### src/rtl/call_stack_pkg.sv
`default_nettype none
// ============================================================================
// Module  : call_stack_pkg
// Brief   : Shared defaults, operation encoding and count-width helper for
//           the call stack.
// Rev     : 1.0
// ============================================================================
package call_stack_pkg;

    localparam int unsigned c_DEFAULT_WIDTH = 8;
    localparam int unsigned c_DEFAULT_DEPTH = 8;

    typedef enum logic [1:0] {
        OP_IDLE = 2'd0,
        OP_PUSH = 2'd1,
        OP_POP  = 2'd2,
        OP_REPL = 2'd3
    } op_e;

    // One extra bit beyond the address so that a full stack (count == DEPTH)
    // can be represented.
    function automatic int unsigned count_width(input int unsigned depth);
        return $clog2(depth) + 1;
    endfunction

endpackage
`default_nettype wire

### src/rtl/stack_ram.sv
`default_nettype none
// ============================================================================
// Module  : stack_ram
// Brief   : DEPTH x WIDTH register array, synchronous write, async read.
// Rev     : 1.0
// ============================================================================
module stack_ram #(
    parameter int unsigned WIDTH = 8,
    parameter int unsigned DEPTH = 8,
    parameter int unsigned AW    = $clog2(DEPTH)
) (
    input  logic             clk,
    input  logic             i_we,
    input  logic [AW-1:0]    i_waddr,
    input  logic [WIDTH-1:0] i_wdata,
    input  logic [AW-1:0]    i_raddr,
    output logic [WIDTH-1:0] o_rdata
);

    logic [WIDTH-1:0] r_mem [DEPTH];

    always_ff @(posedge clk) begin
        if (i_we) begin
            r_mem[i_waddr] <= i_wdata;
        end
    end

    assign o_rdata = r_mem[i_raddr];

endmodule
`default_nettype wire

### src/rtl/call_stack.sv
`default_nettype none
// ============================================================================
// Module  : call_stack
// Brief   : Hardware return-address stack with registered top-of-stack,
//           count, and sticky overflow/underflow flags.
// Rev     : 1.0
// ============================================================================
module call_stack
    import call_stack_pkg::*;
#(
    parameter int unsigned WIDTH = c_DEFAULT_WIDTH,
    parameter int unsigned DEPTH = c_DEFAULT_DEPTH,
    localparam int unsigned PW   = count_width(DEPTH)
) (
    input  logic             clk,
    input  logic             reset,
    input  logic [WIDTH-1:0] in,
    input  logic             push,
    input  logic             pop,
    output logic [WIDTH-1:0] out,
    output logic [PW-1:0]    count,
    output logic             empty,
    output logic             full,
    output logic             overflow,
    output logic             underflow
);

    localparam int unsigned   AW     = $clog2(DEPTH);
    localparam logic [PW-1:0] c_FULL = PW'(DEPTH);
    localparam logic [PW-1:0] c_ONE  = PW'(1);
    localparam logic [PW-1:0] c_TWO  = PW'(2);

    // Initialisers make the power-up state identical to the reset state.
    logic [PW-1:0]    r_count     = '0;
    logic [WIDTH-1:0] r_out       = '0;
    logic             r_overflow  = 1'b0;
    logic             r_underflow = 1'b0;

    op_e              w_op;
    logic             w_empty;
    logic             w_full;
    logic             w_we;
    logic [AW-1:0]    w_waddr;
    logic [AW-1:0]    w_raddr;
    logic [WIDTH-1:0] w_rdata;

    assign w_empty = (r_count == '0);
    assign w_full  = (r_count == c_FULL);

    always_comb begin
        w_op = OP_IDLE;
        if (push && pop) begin
            w_op = OP_REPL;
        end else if (push) begin
            w_op = OP_PUSH;
        end else if (pop) begin
            w_op = OP_POP;
        end
    end

    // Replace on an empty stack degenerates to a push into slot 0.
    assign w_we    = (w_op == OP_REPL) || ((w_op == OP_PUSH) && !w_full);
    assign w_waddr = ((w_op == OP_REPL) && !w_empty) ? AW'(r_count - c_ONE)
                                                     : AW'(r_count);
    // Entry just below the current top; only consumed when count >= 2.
    assign w_raddr = AW'(r_count - c_TWO);

    stack_ram #(
        .WIDTH (WIDTH),
        .DEPTH (DEPTH),
        .AW    (AW)
    ) u_stack_ram (
        .clk     (clk),
        .i_we    (w_we && !reset),
        .i_waddr (w_waddr),
        .i_wdata (in),
        .i_raddr (w_raddr),
        .o_rdata (w_rdata)
    );

    always_ff @(posedge clk) begin
        if (reset) begin
            r_count     <= '0;
            r_out       <= '0;
            r_overflow  <= 1'b0;
            r_underflow <= 1'b0;
        end else begin
            case (w_op)
                OP_REPL: begin
                    r_out <= in;
                    if (w_empty) begin
                        r_count     <= c_ONE;
                        r_underflow <= 1'b1;
                    end
                end
                OP_PUSH: begin
                    if (w_full) begin
                        r_overflow <= 1'b1;
                    end else begin
                        r_count <= r_count + c_ONE;
                        r_out   <= in;
                    end
                end
                OP_POP: begin
                    if (w_empty) begin
                        r_underflow <= 1'b1;
                    end else begin
                        r_count <= r_count - c_ONE;
                        r_out   <= (r_count == c_ONE) ? '0 : w_rdata;
                    end
                end
                default: begin
                end
            endcase
        end
    end

    assign out       = r_out;
    assign count     = r_count;
    assign empty     = w_empty;
    assign full      = w_full;
    assign overflow  = r_overflow;
    assign underflow = r_underflow;

endmodule
`default_nettype wire

### config.mk
export PLATFORM = sky130hd
export DESIGN_NAME = call_stack
export DESIGN_NICKNAME = d
export VERILOG_FILES = /design/src/rtl/call_stack_pkg.sv /design/src/rtl/stack_ram.sv /design/src/rtl/call_stack.sv
export SDC_FILE = /design/constraint.sdc
export NUM_CORES = 1
export LEC_CHECK = 0
export ABC_CLOCK_PERIOD_IN_PS = 4600
export CORE_MARGIN = 10
export CORE_UTILIZATION = 40
export DETAILED_ROUTE_END_ITERATION = 12
export GPL_TIMING_DRIVEN = 0
export PLACE_DENSITY_LB_ADDON = 0.1
export SETUP_SLACK_MARGIN = 0.02
export SKIP_CTS_REPAIR_TIMING = 1
export SLEW_MARGIN = 5
export SYNTH_ARGS = -nofsm -noshare
export SYNTH_HDL_FRONTEND = slang
export SYNTH_SLANG_ARGS = --single-unit
### constraint.sdc
create_clock -name clk -period 4.6 [get_ports clk]
set_clock_uncertainty 0.05 [all_clocks]
set_input_delay 1.15 -clock clk [delete_from_list [all_inputs] [get_ports clk]]
set_output_delay 1.15 -clock clk [all_outputs]
set_load 0.05 [all_outputs]
==> results.py <==
metrics = {
    "synthesis": {
        "syn_inst": 231,
        "syn_nets": 254,
        "syn_area_mm2": 0.003488,
        "yosysWarnings": 0,
        "synthFlopType": "edfxtp_1",
        "ys_types": 43,
        "synth-async-reset-ratio_pct": 0,
        "avgSynthCellArea_um2": 15.10,
        "ys_seq_elements": 78,
        "yosysSeqAreaShare_pct": 63.13,
        "synth-edff-count": 64,
    },
    "critical_path": {
        "critPathBufInv": 6,
        "end_kind": "output port",
        "crit_path_cell_trace": "buf_4, buf_2, inv_1, ha_1, or3b_4, buf_6, inv_1, clkdlybuf4s50_1",
        "worstPathRequired_ns": 3.40,
        "r2r_cells": 9,
        "critPathLaunchType": "flop",
        "cp.depth": 8,
        "critPathSlowestCell": "clkdlybuf4s50_1",
        "crit_path_max_fanout": 10,
        "arrival_ns": 3.06,
        "path_class": "flop to output port",
        "cp_top_family": "buffers and inverters",
        "cpPeakStageDelay_ns": 0.80,
        "timing.critical_path.mode_cell": "inv_1",
    },
    "clock_tree": {
        "clk_pin_slew_ns": 0.08,
        "h-tree-depth": 3,
        "clkSinkCount": 78,
        "insertion_delay_ns": 0.35,
        "cts_buffers": 9,
        "cts_tree": "done",
        "root_buffer": "clkbuf_8",
        "clk_path_buf_depth": 2,
    },
    "worst_hold_path": {
        "hold_path_class": "flop to flop",
        "holdPathStages": 2,
    },
    "cells_and_area": {
        "antennaDiodeCount": 0,
        "final_core_util_pct": 48.12,
        "area_growth_pct": 18.54,
        "final_common_cell": "edfxtp_1",
        "drive_above_1_share_pct": 20.50,
        "layout.nets": 296,
        "design_area_mm2": 0.004135,
        "stdcell_count": 386,
        "layout_common_cells": "edfxtp_1 (64), clkdlybuf4s50_1 (26), nor2_1 (21), mux4_2 (16), dfxtp_1 (14)",
        "n_fill_cell": 767,
    },
    "flow_run": {
        "drv_cap": 0,
    },
    "pwr": {
        "report.power.total_mw": 1.707,
        "irDropWorstVdd_mv": 0.1333,
        "p_leak_nw": 1.407,
        "power_density_mw_per_mm2": 412.8,
    },
    "floorplan": {
        "initial_utilization_pct": 40.59,
        "rows": 34,
        "dieArea_mm2": 0.01286,
        "core-area_mm2": 0.008593,
        "num_io_pins": 28,
        "die_h_um": 113.4,
        "die_w_um": 113.4,
    },
    "sta": {
        "fin_tns_setup_ns": 0,
        "slew_headroom_pct": 39.93,
        "fmax_ghz": 0.2345,
        "rsz0062_at_grt": "false",
        "layout_min_cycle_time_ns": 4.264,
        "tightestPinTransition_ns": 0.8961,
        "period_share_pct": 92.70,
        "hold_violations": 0,
        "setup_viol": 0,
        "slew_violations": 0,
    },
    "route": {
        "wl_per_cell_um": 21.45,
        "totalWireLength_um": 8280,
        "vias_per_cell": 5.523,
        "drc": 0,
        "dr_total_vias": 2132,
        "drt_iter0_markers": 94,
        "firstDrtPassIters": 4,
        "ant_nets": 0,
    },
    "place": {
        "dp.cells": 371,
        "gp_congestion": 0.7499,
        "place_hpwl_um": 5572,
        "post_dp_cell_area_mm2": 0.003976,
        "io_buffer_count": 26,
    },
    "global_routing": {
        "grt_first_pass_wirelength_um": 12920,
        "grt_usage_pct": 13.32,
        "grt_pass1_vias": 2211,
        "overflow": 0,
        "antenna_found_initial": 0,
        "grt_max_degree": 14,
    },
    "outcome": {
        "outcome": "complete, no violations",
    },
}
## synthesized netlist by cell type, types with 2 or more instances
| cell type | instances | area [µm²] |
|---|---|---|
| a2111o_1 | 2 | 22.52 |
| a21o_1 | 2 | 15.01 |
| a21oi_1 | 8 | 40.04 |
| a31oi_1 | 2 | 12.51 |
| buf_2 | 2 | 10.01 |
| buf_4 | 3 | 22.52 |
| buf_6 | 2 | 22.52 |
| clkbuf_1 | 7 | 26.28 |
| dfxtp_1 | 14 | 280.3 |
| edfxtp_1 | 64 | 1922 |
| ha_1 | 11 | 137.6 |
| inv_1 | 9 | 33.78 |
| mux2i_1 | 8 | 80.08 |
| mux4_2 | 16 | 360.4 |
| nand2_1 | 4 | 15.01 |
| nor2_1 | 21 | 78.83 |
| nor2b_1 | 10 | 62.56 |
| nor3_1 | 10 | 50.05 |
| o21ai_0 | 5 | 25.02 |
| o32ai_1 | 8 | 70.07 |
## final cells by class
cell class | instances | area [µm²] | area share, %
plain buffers | 14 | 81.33 | 1.967
flip-flops and latches | 78 | 2202 | 53.25
clock inverters | 7 | 38.79 | 0.9380
well taps | 108 | 135.1 | 3.268
multi-input cells | 129 | 1207 | 29.20
clock buffers | 9 | 123.9 | 2.995
repair buffers | 32 | 312.8 | 7.564
inverters | 9 | 33.78 | 0.8169
## kinds of logic (layout without fill, tap and decap cells)
group                    Yosys count  count (layout)  share of synthesized area (%)
buffers and inverters             24              71                          3.407
multiplexers                      25              25                          12.95
AND/OR/NAND/NOR                   53              53                          8.250
adder cells (fa/ha/maj)           11              11                          3.945
flip-flops                        78              78                          63.13
AO/OA/AOI/OAI                     40              40                          8.322
## registers in the layout, indices dropped and copies added (netlist names)
| name | cells |
|---|---|
| underflow | 1 |
| u_stack_ram.r_mem | 64 |
| overflow | 1 |
| count | 4 |
| out | 8 |
## worst min-delay path, stage by stage (launching register included)
cell,delay (ns)
dfxtp_1,0.32
inv_1,0.05
a21oi_1,0.05
## power breakdown
group | internal, mW | leakage (nW) | switching (mW)
clock | 0.191 | 0.0843 | 0.254
sequential | 0.800 | 0.693 | 0.0183
combinational | 0.167 | 0.630 | 0.276
total | 1.16 | 1.41 | 0.548
## worst paths after layout
check / startpoint / end / slack (ns)
setup reg to reg: count[1]$_SDFFE_PP0P_ / u_stack_ram.r_mem[2][3]$_DFFE_PP_ / 0.98
hold reg to reg: underflow$_SDFFE_PP0P_ / underflow$_SDFFE_PP0P_ / 0.41
hold / removal: underflow$_SDFFE_PP0P_ / underflow$_SDFFE_PP0P_ / 0.41
setup / recovery: count[1]$_SDFFE_PP0P_ / empty / 0.34
## stage by stage
step,setup slack [ns],hold WS (ns)
finish,0.3359,0.4055
global route,0.1788,0.4129
CTS,0.1743,0.4079
detailed placement,0.5626,0.3944
global placement,0.02764,0.3861
floorplan,0.8474,0.6144
## metal layers
metal / up-vias / routed length [µm] / track usage (%)
li1: 986 / - / -
met1: 1078 / 3614 / 16.14
met2: 53 / 4073 / 21.58
met3: 15 / 402 / 4.042
met4: 0 / 189 / 5.668
met5: - / 0 / 0
No activity file was read; power rests on OpenSTA's default activity.
